--- config.mk ---
export PLATFORM = sky130hd
export DESIGN_NAME = led_matrix_scanner
export DESIGN_NICKNAME = d
export VERILOG_FILES = /design/src/rtl/led_matrix_pkg.sv /design/src/rtl/scan_prescaler.sv /design/src/rtl/led_matrix_scanner.sv
export SDC_FILE = /design/constraint.sdc
export NUM_CORES = 1
export LEC_CHECK = 0
export CAP_MARGIN = 0
export CORE_MARGIN = 3
export CORE_UTILIZATION = 25
export CTS_BUF_LIST = sky130_fd_sc_hd__clkbuf_2 sky130_fd_sc_hd__clkbuf_4 sky130_fd_sc_hd__clkbuf_8
export DETAILED_ROUTE_END_ITERATION = 8
export GPL_TIMING_DRIVEN = 0
export PLACE_DENSITY = 0.45
export RECOVER_POWER = 25
export SETUP_SLACK_MARGIN = 0.02
export SYNTH_ARGS = -nofsm -noshare
export SYNTH_HDL_FRONTEND = slang
export SYNTH_HIERARCHICAL = 1
export SYNTH_SLANG_ARGS = --single-unit
export TNS_END_PERCENT = 1
--- constraint.sdc ---
create_clock -name CLK -period 2.8 [get_ports CLK]
set_clock_uncertainty 0.1 [all_clocks]
set_input_delay 0.56 -clock CLK [delete_from_list [all_inputs] [get_ports CLK]]
set_output_delay 0.56 -clock CLK [all_outputs]
set_load 0.01 [all_outputs]
--- src/rtl/led_matrix_pkg.sv ---
// -----------------------------------------------------------------------------
// led_matrix_pkg
// Shared definitions for the 8x8 bi-colour LED matrix scanner.
//   MATRIX_ROWS / MATRIX_COLS : default matrix geometry
//   frame_plane_t             : one colour plane, bit r*COLS+c = row r, col c
//   pix_idx(row, col)         : flat bit index of a pixel inside a plane
// -----------------------------------------------------------------------------
package led_matrix_pkg;

    localparam int MATRIX_ROWS = 8;
    localparam int MATRIX_COLS = 8;

    typedef logic [MATRIX_ROWS*MATRIX_COLS-1:0] frame_plane_t;

    function automatic int unsigned pix_idx(input int unsigned row, input int unsigned col);
        return row * MATRIX_COLS + col;
    endfunction

endpackage

--- src/rtl/scan_prescaler.sv ---
// -----------------------------------------------------------------------------
// scan_prescaler
// Free-running phase counter that paces the row dwell.
//   CLK     : system clock
//   RESET_N : synchronous, active-low reset
//   cnt     : phase counter, counts 0..DIV-1 and wraps
//   tick    : high for the single cycle in which cnt == DIV-1
// -----------------------------------------------------------------------------
module scan_prescaler #(
    parameter int DIV = 5000,
    localparam int CW = (DIV > 1) ? $clog2(DIV) : 1
) (
    input  logic          CLK,
    input  logic          RESET_N,
    output logic [CW-1:0] cnt,
    output logic          tick
);

    assign tick = (cnt == CW'(DIV - 1));

    // NOTE: state registers use non-blocking assignments so every flop samples
    // the pre-edge value of its inputs, independent of block ordering.
    always_ff @(posedge CLK) begin
        if (!RESET_N) begin
            cnt <= '0;
        end else if (tick) begin
            cnt <= '0;
        end else begin
            cnt <= cnt + 1'b1;
        end
    end

endmodule

--- src/rtl/led_matrix_scanner.sv ---
// -----------------------------------------------------------------------------
// led_matrix_scanner
// Double-buffered row scanner for an 8x8 bi-colour LED matrix. A frame offered
// by the game logic lands in a pending buffer and is promoted to the active
// buffer only at a frame boundary, so a half-updated board is never shown.
// Each row dwell starts with a short all-rows-off window against ghosting.
//   CLK         : system clock
//   RESET_N     : synchronous, active-low reset
//   frame_r/g   : red / green pixel planes, bit r*COLS+c = row r, column c
//   frame_valid : producer offers frame_r/frame_g
//   frame_ready : pending buffer is free (low while in reset)
//   row_sel     : row drivers, active-low, at most one bit low
//   col_r/col_g : column drivers for the selected row, active-high
//   frame_start : one-cycle pulse as the row-0 dwell begins
// -----------------------------------------------------------------------------
module led_matrix_scanner
    import led_matrix_pkg::*;
#(
    parameter int ROWS         = MATRIX_ROWS,
    parameter int COLS         = MATRIX_COLS,
    parameter int SCAN_DIV     = 5000,
    parameter int BLANK_CYCLES = 16
) (
    input  logic                 CLK,
    input  logic                 RESET_N,
    input  logic [ROWS*COLS-1:0] frame_r,
    input  logic [ROWS*COLS-1:0] frame_g,
    input  logic                 frame_valid,
    output logic                 frame_ready,
    output logic [ROWS-1:0]      row_sel,
    output logic [COLS-1:0]      col_r,
    output logic [COLS-1:0]      col_g,
    output logic                 frame_start
);

    localparam int CW = (SCAN_DIV > 1) ? $clog2(SCAN_DIV) : 1;
    localparam int RW = (ROWS > 1) ? $clog2(ROWS) : 1;
    localparam int PW = ROWS * COLS;

    logic [CW-1:0]   cnt;
    logic            tick;
    logic [RW-1:0]   row;
    logic            last_row;
    logic            boundary;
    logic            accept;

    logic [PW-1:0]   act_r;
    logic [PW-1:0]   act_g;
    logic [PW-1:0]   pend_r;
    logic [PW-1:0]   pend_g;
    logic            pend_full;

    logic [COLS-1:0] act_r_rows [ROWS];
    logic [COLS-1:0] act_g_rows [ROWS];

    logic [ROWS-1:0] row_sel_d;
    logic [COLS-1:0] col_r_d;
    logic [COLS-1:0] col_g_d;
    logic            frame_start_d;

    scan_prescaler #(
        .DIV (SCAN_DIV)
    ) u_prescaler (
        .CLK     (CLK),
        .RESET_N (RESET_N),
        .cnt     (cnt),
        .tick    (tick)
    );

    assign last_row    = (row == RW'(ROWS - 1));
    assign boundary    = tick && last_row;
    assign frame_ready = RESET_N && !pend_full;
    // Accept needs an empty pending buffer and a swap needs a full one, so the
    // two never collide on the same edge.
    assign accept      = frame_valid && frame_ready;

    always_ff @(posedge CLK) begin
        if (!RESET_N) begin
            row <= '0;
        end else if (tick) begin
            row <= last_row ? '0 : row + 1'b1;
        end
    end

    // NOTE: the frame buffers are ordinary flops, not a RAM, so they take the
    // reset too; this guarantees a dark display until a new frame is loaded.
    always_ff @(posedge CLK) begin
        if (!RESET_N) begin
            act_r     <= '0;
            act_g     <= '0;
            pend_r    <= '0;
            pend_g    <= '0;
            pend_full <= 1'b0;
        end else begin
            if (boundary && pend_full) begin
                act_r     <= pend_r;
                act_g     <= pend_g;
                pend_full <= 1'b0;
            end
            if (accept) begin
                pend_r    <= frame_r;
                pend_g    <= frame_g;
                pend_full <= 1'b1;
            end
        end
    end

    // Row-major view of the active planes so the current row is a plain index.
    always_comb begin
        for (int i = 0; i < ROWS; i++) begin
            act_r_rows[i] = act_r[i*COLS +: COLS];
            act_g_rows[i] = act_g[i*COLS +: COLS];
        end
    end

    // NOTE: every output of this block gets a default first, so no path leaves
    // a signal unassigned and no latch is inferred.
    always_comb begin
        row_sel_d     = '1;
        col_r_d       = '0;
        col_g_d       = '0;
        frame_start_d = (row == '0) && (cnt == '0);
        if (cnt >= CW'(BLANK_CYCLES)) begin
            row_sel_d = ~(ROWS'(1) << row);
            col_r_d   = act_r_rows[row];
            col_g_d   = act_g_rows[row];
        end
    end

    always_ff @(posedge CLK) begin
        if (!RESET_N) begin
            row_sel     <= '1;
            col_r       <= '0;
            col_g       <= '0;
            frame_start <= 1'b0;
        end else begin
            row_sel     <= row_sel_d;
            col_r       <= col_r_d;
            col_g       <= col_g_d;
            frame_start <= frame_start_d;
        end
    end

endmodule
---- Word level (Yosys, flattened, before mapping) ----
Cells that the tools add are included.
storage, ports and cells
  bits in registers ....................... 298
  bits of input ports ..................... 131
  output and inout port bits .............. 26
  logic and storage cells ................. 41
cells by class
  add/subtract/negate cells ............... 2
  $lt $le $gt $ge ......................... 2
  equal/unequal tests ..................... 2
  shifts and indexed selects .............. 1
  mux-type cells .......................... 9
  bitwise operators ....................... 3
  reductions and logical operators ........ 11
operators by type and width
  operator                                                                               count
  8-bit binary-select mux with 3-bit select                                              2
  8-bit two-way mux                                                                      4
  13-bit by 1-bit adder with 13-bit output (second input constant)                       1
  13-bit equality test (second input constant)                                           1
  13-bit by 5-bit greater-or-equal comparator with 1-bit output (second input constant)  1
  13-bit logical NOT                                                                     1
  8-bit inverter                                                                         1
  1-bit by 3-bit << shifter with 8-bit output (first input constant)                     1
  1-bit logical AND                                                                      5
  4-bit greater-or-equal comparator (second input constant)                              1
  3-bit inverter with 4-bit output                                                       1
  3-bit by 1-bit adder with 3-bit output (second input constant)                         1
  3-bit equality test (second input constant)                                            1
  3-bit logical NOT                                                                      1
  3-bit two-way mux                                                                      1
  1-bit two-way mux                                                                      2
  2-bit AND reduction                                                                    1
  2-bit nonzero test                                                                     1
  2-bit OR reduction                                                                     1
  1-bit logical NOT                                                                      1
  1-bit inverter                                                                         1

---- Logic depth before layout (Yosys ltp) ----
Gate-level depths: netlist of the first run.
  depth in word-level cells ............... 5
  mapped depth ............................ 10
  mapped depth without buffers ............ 7

---- By module ----
Netlist of the first run, hierarchy kept.
modules (own cells, without submodules)
  module              times used  cells an instance  area an instance (um^2)  sequential area each (um^2)
  led_matrix_scanner  1           1272               10623.9                  5705.5
  scan_prescaler      1           64                 565.5                    260.2

---- Worst setup path before layout of the first run ----
No wires, ideal clock.
  kind .................................... reg2reg
  from .................................... register u_prescaler.cnt[6]
  to ...................................... register act_r[10]
  library setup time ...................... 0.070 ns
  data arrival time ....................... 2.191 ns
  data required time ...................... 2.630 ns
  slack ................................... 0.438 ns
  cell stages (with the launch flop) ...... 9
  path buffers ............................ 2
  period minus slack after synthesis ...... 2.362 ns
  path through ............................ dfxtp_1 -> or4_1 -> or4_4 -> inv_1 -> buf_2 -> and3_1 -> clkbuf_1 -> nand2_1 -> a21oi_1
between the ends
  longest elaborated chain between the ends .. 3
RTL lines
  element                 line                      text
  start, declared         scan_prescaler.sv:15      output logic [CW-1:0] cnt,
  start signal, assigned  scan_prescaler.sv:29      cnt <= cnt + 1'b1;
  13-bit equality test    scan_prescaler.sv:19      assign tick = (cnt == CW'(DIV - 1));
  net tick                led_matrix_scanner.sv:41  logic tick;
  1-bit logical AND       led_matrix_scanner.sv:71  assign boundary = tick && last_row;
  1-bit logical AND       led_matrix_scanner.sv:95  if (boundary && pend_full) begin
  end signal, assigned    led_matrix_scanner.sv:96  act_r <= pend_r;
  end, declared           led_matrix_scanner.sv:47  logic [PW-1:0] act_r;
The timed path passes the listed nets, and every way through them passes these cells.
A chain may end at the register's enable or synchronous reset.

---- Final worst setup path of the first run ----
  from .................................... register u_prescaler.cnt[4]
  to ...................................... register act_g[36]
between the ends
  longest elaborated chain between the ends .. 3
RTL lines
  element               line                      text
  13-bit equality test  scan_prescaler.sv:19
  net tick              led_matrix_scanner.sv:41
  1-bit logical AND     led_matrix_scanner.sv:71
  1-bit logical AND     led_matrix_scanner.sv:95
  end signal, assigned  led_matrix_scanner.sv:97  act_g <= pend_g;
  end, declared         led_matrix_scanner.sv:48  logic [PW-1:0] act_g;
The timed path passes the listed nets, and every way through them passes these cells.

==> results of run 1 <==
## worst min-delay path by stage
| stage | start | end | slack, ns | cells past startpoint |
|---|---|---|---|---|
| after global routing | RESET_N | u_prescaler/cnt[3] | 0.34 | 3 |
| after floorplan | pend_g[0] | act_g[0] | 0.33 | 2 |
| after detailed placement | pend_g[5] | pend_g[5] | 0.35 | 2 |
| after CTS | RESET_N | u_prescaler/cnt[3] | 0.29 | 3 |
| final | RESET_N | u_prescaler/cnt[3] | 0.34 | 3 |
| after global placement | act_g[7] | act_g[7] | 0.34 | 2 |
## per-stage QoR
stage | hold WS, ns | util
6_report | 0.336 | 0.337
5_1_grt | 0.340 | 0.337
4_1_cts | 0.293 | 0.337
3_5_place_dp | 0.345 | 0.309
3_3_place_gp | 0.341 | 0.309
2_1_floorplan | 0.332 | -
## final cells by class
cell class                 count  area, sq um  area share
sequential                   298         5970       0.406
timing repair buffer         156         1560       0.106
buffer                        98          519      0.0353
tap                          585          732      0.0498
inverter                       8         32.5     0.00221
clock buffer                  80         1000      0.0681
multi-input combinational    931         4670       0.318
clock inverter                13          223      0.0151
## registers in the layout, indices dropped and copies added (netlist names)
| name | count |
|---|---|
| act_g | 64 |
| act_r | 64 |
| pend_g | 64 |
| pend_r | 64 |
| u_prescaler/cnt | 13 |
| col_g | 8 |
| col_r | 8 |
| row_sel | 8 |
| row | 3 |
| frame_start | 1 |
| pend_full | 1 |
## report_power, final
group          switching, mW  leakage (nW)  internal (mW)
Combinational          0.239          2.62          0.251
Clock                   1.82         0.635           2.82
Sequential            0.0846          2.42           4.38
Total                   2.14          5.68           7.45
## per-layer routing
metal  routed length (um)  share of wire  up-vias  track usage
met5                   13        0.00036        -            0
met1                16500           0.45     4427        0.193
met3                 1600          0.044       57       0.0277
met2                17600           0.48      208        0.264
met4                  810          0.022        2       0.0420
li1                     -              -     4824            -
## cells in the final DEF (no fill, tap or decap), types with 2 or more instances in the layout
master | Yosys | layout
nand2_1 | 518 | 518
dfxtp_1 | 298 | 298
clkdlybuf4s50_1 | 0 | 155
nand3_1 | 140 | 140
a21oi_1 | 128 | 128
clkbuf_8 | 0 | 64
nor2_1 | 53 | 52
clkbuf_1 | 33 | 40
buf_2 | 40 | 35
mux4_2 | 32 | 32
nor3_1 | 21 | 21
clkbuf_4 | 0 | 16
buf_4 | 15 | 14
xnor2_1 | 9 | 9
ha_1 | 7 | 7
bufinv_16 | 0 | 6
inv_1 | 4 | 5
buf_6 | 5 | 4
clkinv_2 | 0 | 4
clkinvlp_4 | 0 | 3
inv_2 | 4 | 2
clkbuf_2 | 0 | 2
buf_8 | 1 | 2
mux2i_1 | 2 | 2
or4_4 | 2 | 2
nor4_1 | 1 | 2
nand4_1 | 2 | 2
xor2_1 | 2 | 2
## cells by family after synthesis
kind of cell | count (synthesis)
adders and majority gates | 7
muxes | 34
DFF | 298
xor gates and xnor gates | 11
AOI/OAI and AO/OA | 132
and+or+nand+nor | 747
buffers and inverters | 107
## critical path, stage by stage (launching register included)
cell and delay (ns):
dfxtp_1 0.35, or4_1 0.50, or4_4 0.54, inv_1 0.07
buf_2 0.17, and3_1 0.24, buf_8 0.21, buf_4 0.19
nand2_1 0.14, a21oi_1 0.15
==> results.md, run 1 <==
- Final WS setup: 0.0413 ns
- Via count: 9518
- CP max FO: 10
- Total power divided by cell area: 652 nW/um^2
- Layout fillers: ~4600
- Slew margin rel.: 0.318
- Asr flop ratio synth: 0
- Critical path launch point type: register
- Placed cells: between 2000 and 2500
- Data arrival, critical path: between 3 and 4 ns
- Type of the most critical hold path: in2reg
- Hold_buf cts: 0
- H-tree depth: 2
- Worst-margin pin slew: 1.02 ns
- Largest family of logic cells by synthesized area: simple AND/OR/NAND/NOR gates
- Syn nets: about 1500
- Syn_area_per_cell: 8.38 sq um
- Root Driver: clkbuf_8
- CTS tree: built
- Post-route cell area: 14700 sq um
- Max clock buf depth: 3
- Critical path origin: u_prescaler/cnt[4]
- Area contributors post-synth: dfxtp_1 (53%), nand2_1 (17%), mux4_2 (6.4%)
- R2R Path Start: u_prescaler/cnt[4]
- Grt total ovfl: 0
- Reg clk slew, reported paths: 0.06 ns
- Layout cells sized above 1: 0.122
- Area leader, netlist: dfxtp_1
- Top-count cell post-synth: nand2_1
- Drt initial violations: 590
- Initial Util: 0.256
- Netlist cell types: 35
- Worst reg2reg endpoint: act_g[36]
- Yosys Warn Count: 6
- Post-DP Area: between 10000 and 15000 sq um
- Placer Congestion: 0.853
- Mapped Cells: 1336
- Crit Path Class: reg2reg
- Simple-gate portion of the synthesized area: 0.275
- Cell count of the worst reg-to-reg path: 9
- I/O Buffers: 156
- Router iterations before antenna repair: 5
- First-pass GRT wire length: around 56000 um
- Quantity of gates resized following cts: 7
- Mapped cell area: 11200 sq um
- Core footprint: 43600 sq um
- Compound-cell area share of the yosys netlist: 0.0597
- Setup crit end kind: register
- DR DRC count: 0
- Post-DP HPWL: roughly 27000 um
- Final period utilization: 0.985
- Tot Pwr: 9.59 mW
- R2R Setup Slk: slightly above 0.04 ns
- Die Span X: 218 um
- Wirelength, routed: 36600 um
- DIE AREA: 47300 sq um
- Post-synthesis register bit count: roughly 300
- Final non-filler cell total: ~2200
- All-layer global routing usage: 0.152
- Max Clock Freq: 362 MHz
- DR vias/cell: 4.39
- Status: complete, no violations
- P&R area growth vs syn: 31.4%
- Final setup vio count: 0
- Top cell type's share of synthesized area: 0.533
- Initial antenna violation count: 2
- Final #Nets: 1683
- Postcts setup bufs: 0
- WL/cell: 16.9 um
- Max_cap viols: 0
- Pre-CTS WS: -0.634 ns
- Sequential area share after synthesis: 0.533
- Worst EP required: 3.20 ns
- Number of synthesized flops with an enable pin: 0
- Clk sinks: 298
- Clock Latency Late Sink: 0.60 ns
- Maximum VDD drop: 0.340 mV
- Post-synth top flop: dfxtp_1
- Top post-synthesis cells by count: nand2_1 (518), dfxtp_1 (298), nand3_1 (140)
- Setup TNS: 0 ns
- Xor and xnor area share after synthesis: 0.00861
- Antenna diodes: 0
- Post-layout min period: 2.76 ns
- Number of I/O pins: 157
- Post-synthesis mux area share: 0.0662
- Critical Path Sink: act_g[36]
- Static leakage: 5.68 nW
- Pin count of the biggest net entering global routing: 18
- Num rows: 76
- Max Slew Vio Count: 0
- Final hold viol count: 0
- Antenna-violating nets left: 0
- Vias in the first global route: 9781
- Area share of fa/ha/maj cells after synthesis: 0.00783
- RSZ-0062 raised after global routing: yes
- Die height: between 200 and 250 um
- CTS Buf Count: 52
(Power assumes the default switching activity.)
==> run 2, diff against run 1 <==
--- a/config.mk
+++ b/config.mk
@@ -11,7 +11,7 @@
 export CTS_BUF_LIST = sky130_fd_sc_hd__clkbuf_2 sky130_fd_sc_hd__clkbuf_4 sky130_fd_sc_hd__clkbuf_8
 export DETAILED_ROUTE_END_ITERATION = 8
 export GPL_TIMING_DRIVEN = 0
-export PLACE_DENSITY = 0.45
+export PLACE_DENSITY = 0.44
 export RECOVER_POWER = 25
 export SETUP_SLACK_MARGIN = 0.02
 export SYNTH_ARGS = -nofsm -noshare
==> run 2 against run 1 <==
Net effect: core utilization shrank 0.29 points; hold slack gained 0.0071 ns; critical path type unchanged; largest cell class unchanged; die area is the same; critical endpoint is now act_g[47]; largest power group is now registers; critical path depth is the same.
==> results.md, run 2 (same netlist as run 1, synthesis figures left out) <==
- Status: complete, no violations (unchanged)
- Die Span X: 218 um (unchanged)
- Die height: 218 um (unchanged)
- Placer Congestion: 0.826 (was 0.853)
- Num rows: 76 (unchanged)
- CTS Buf Count: 51 (was 52)
- Post-DP HPWL: 27200 um (was 27400 um)
- First-pass GRT wire length: 54600 um (was 55600 um)
- H-tree depth: 2 (unchanged)
- Root Driver: clkbuf_8 (unchanged)
- CP max FO: 10 (unchanged)
- Delay-heaviest family, CP: simple AND/OR/NAND/NOR gates (unchanged)
- Final period utilization: 0.949 (was 0.985)
- Critical path origin: u_prescaler/cnt[6] (was u_prescaler/cnt[4])
- Max Slew Vio Count: 0 (unchanged)
- Clock Latency Late Sink: 0.60 ns (about the same)
- Setup TNS: 0 ns (unchanged)
- Clk sinks: 298 (unchanged)
- WL/cell: 16.9 um (about the same)
- Maximum VDD drop: 0.274 mV (was 0.340 mV)
- Type of the most critical hold path: in2reg (unchanged)
- Max clock buf depth: 3 (unchanged)
- Worst EP required: 3.23 ns (was 3.20 ns)
- Crit Path Class: reg2reg (unchanged)
- Hold_buf cts: 0 (unchanged)
- Pin count of the biggest net entering global routing: 18 (unchanged)
- DR DRC count: 0 (unchanged)
- Internal: 7.03 mW (was 7.45 mW)
- Worst reg2reg endpoint: act_g[47] (was act_g[36])
- Grt total ovfl: 0 (unchanged)
- Final non-filler cell total: 2162 (was 2169)
- Worst Hold End: u_prescaler/cnt[3] (unchanged)
- Final WS setup: 0.143 ns (was 0.0413 ns)
- Antenna-violating nets left: 0 (unchanged)
- CP max stage cell: or4_4 (unchanged)
- Drt initial violations: 495 (was 590)
- Crit-path cells: or4_1 -> or4_4 -> inv_1 -> clkbuf_4 -> and3_4 -> buf_12 -> buf_4 -> nand2_1 -> a21oi_1 (was or4_1 -> or4_4 -> inv_1 -> buf_2 -> and3_1 -> buf_8 -> buf_4 -> nand2_1 -> a21oi_1)
- CP peak stage delay: 0.55 ns (was 0.54 ns)
- Wirelength, routed: 36500 um (was 36600 um)
- DIE AREA: 47300 sq um (unchanged)
- Final setup vio count: 0 (unchanged)
- Data arrival, critical path: 3.09 ns (was 3.16 ns)
- Max_cap viols: 0 (unchanged)
- Commonest non-fill, non-tap cell in the layout: nand2_1 (unchanged)
- Number of cells on the critical path: 9 (unchanged)
- Number of I/O pins: 157 (unchanged)
- Post-layout min period: 2.66 ns (was 2.76 ns)
- Sw frac: 0.230 (was 0.223)
- Hold WS: 0.343 ns (was 0.336 ns)
- Pre-CTS WS: -0.606 ns (was -0.634 ns)
- DR vias/cell: 4.37 (was 4.39)
- Combinational power share: 0.054 (was 0.051)
- RSZ-0062 raised after global routing: no (was yes)
- Tot Pwr: 9.13 mW (was 9.59 mW)
- Worst hold stages: 3 (unchanged)
- Total power divided by cell area: 627 nW/um^2 (was 652 nW/um^2)
- Vias in the first global route: 9490 (was 9781)
- Layout cells sized above 1: 0.119 (was 0.122)
- Placed cells: 2077 (unchanged)
- Sw power: 2.10 mW (was 2.14 mW)
- Critical path launch point type: register (unchanged)
- WP buf/inv: 4 (unchanged)
- R2R Path Start: u_prescaler/cnt[6] (was u_prescaler/cnt[4])
- Antenna diodes: 0 (unchanged)
- R2R Setup Slk: 0.14 ns (was 0.04 ns)
- Core footprint: 43600 sq um (unchanged)
- Via count: 9453 (was 9518)
- Power share of the sequential group: 0.488 (was 0.465)
- Initial antenna violation count: 2 (unchanged)
- Slew margin rel.: 0.219 (was 0.318)
- Static leakage: 5.61 nW (was 5.68 nW)
- Cell count of the worst reg-to-reg path: 9 (unchanged)
- I/O Buffers: 156 (unchanged)
- All-layer global routing usage: 0.151 (was 0.152)
- Reg clk slew, reported paths: 0.07 ns (was 0.06 ns)
- Clk pwr share: 0.457 (was 0.484)
- Hold Crit Start: RESET_N (unchanged)
- Most frequent cells in the layout: nand2_1 (518), dfxtp_1 (298), clkdlybuf4s50_1 (155), nand3_1 (140), a21oi_1 (128) (unchanged)
- Final #Nets: 1682 (was 1683)
- P&R area growth vs syn: 30.3% (was 31.4%)
- Worst-margin pin slew: 1.17 ns (was 1.02 ns)
- CTS tree: built (unchanged)
- Router iterations before antenna repair: 4 (was 5)
- Final hold viol count: 0 (unchanged)
- Initial Util: 0.256 (unchanged)
- Setup crit end kind: register (unchanged)
- Max Clock Freq: 376 MHz (was 362 MHz)
[run 2: cell count changes in the layout (fill, tap and decap cells not counted), moves of 2 or more]
cell,previous run,this run
bufinv_16,6,1
buf_6,4,7
clkbuf_8,64,67
buf_1,1,3
buf_2,35,33
buf_4,14,12
buf_8,2,0
clkinv_2,4,2
clkinvlp_4,3,1
[run 2: worst register-to-register path, delay by kind of cell (launching register included)]
kind	cells	cell delay (ns)
AND/OR/NAND/NOR	4	1.40
flip-flops	1	0.35
AO/OA/AOI/OAI	1	0.14
buffers and inverters	4	0.59
[run 2: cell type report]
| type | count | area [sq um] |
|---|---|---|
| fillers | 4654 | 29100 |
| flip-flops and latches | 298 | 5970 |
| multi-input cells | 931 | 4670 |
| repair buffers | 156 | 1560 |
| clock buffers | 82 | 1030 |
| well taps | 585 | 732 |
| plain buffers | 98 | 529 |
| clock inverters | 4 | 47.5 |
| inverters | 8 | 32.5 |
[run 2: how the worst max path moves through the flow]
stage	to	slack, ns
6_report	act_g[47]	0.14
3_3_place_gp	frame_ready	-0.61
4_1_cts	act_g[47]	0.03
3_5_place_dp	frame_ready	-0.61
5_1_grt	act_r[30]	0.03
2_1_floorplan	act_r[10]	0.44
[run 2: through the flow]
stage                     cell area (sq um)   util
after global placement                13500  0.309
after floorplan                       11200      -
after detailed placement              13500  0.309
final                                 14600  0.334
after global routing                  14600  0.334
after CTS                             14600  0.334
[run 2: power by group through the flow]
stage	clock network, mW	logic [mW]	registers (mW)
final	4.18	0.496	4.46
after global routing	4.49	0.552	4.47
after CTS	4.32	0.505	4.46
after detailed placement	0	0.502	4.55
after global placement	0	0.497	4.55
after floorplan	0	0.217	4.52
[run 2: layer usage]
metal,GRT usage,vias to the layer above,wire length [um]
met5,0,-,7
met4,0.0424,2,772
met3,0.0341,55,1860
met1,0.193,4356,16500
li1,-,4823,-
met2,0.256,217,17300
[run 2: timing repair]
| item | in CTS | in global routing |
|---|---|---|
| buffers inserted | 0 | 0 |
| endpoints found under the setup margin | 18 | 119 |
| gates cloned | 0 | 0 |
| gates resized for setup | 6 | 12 |
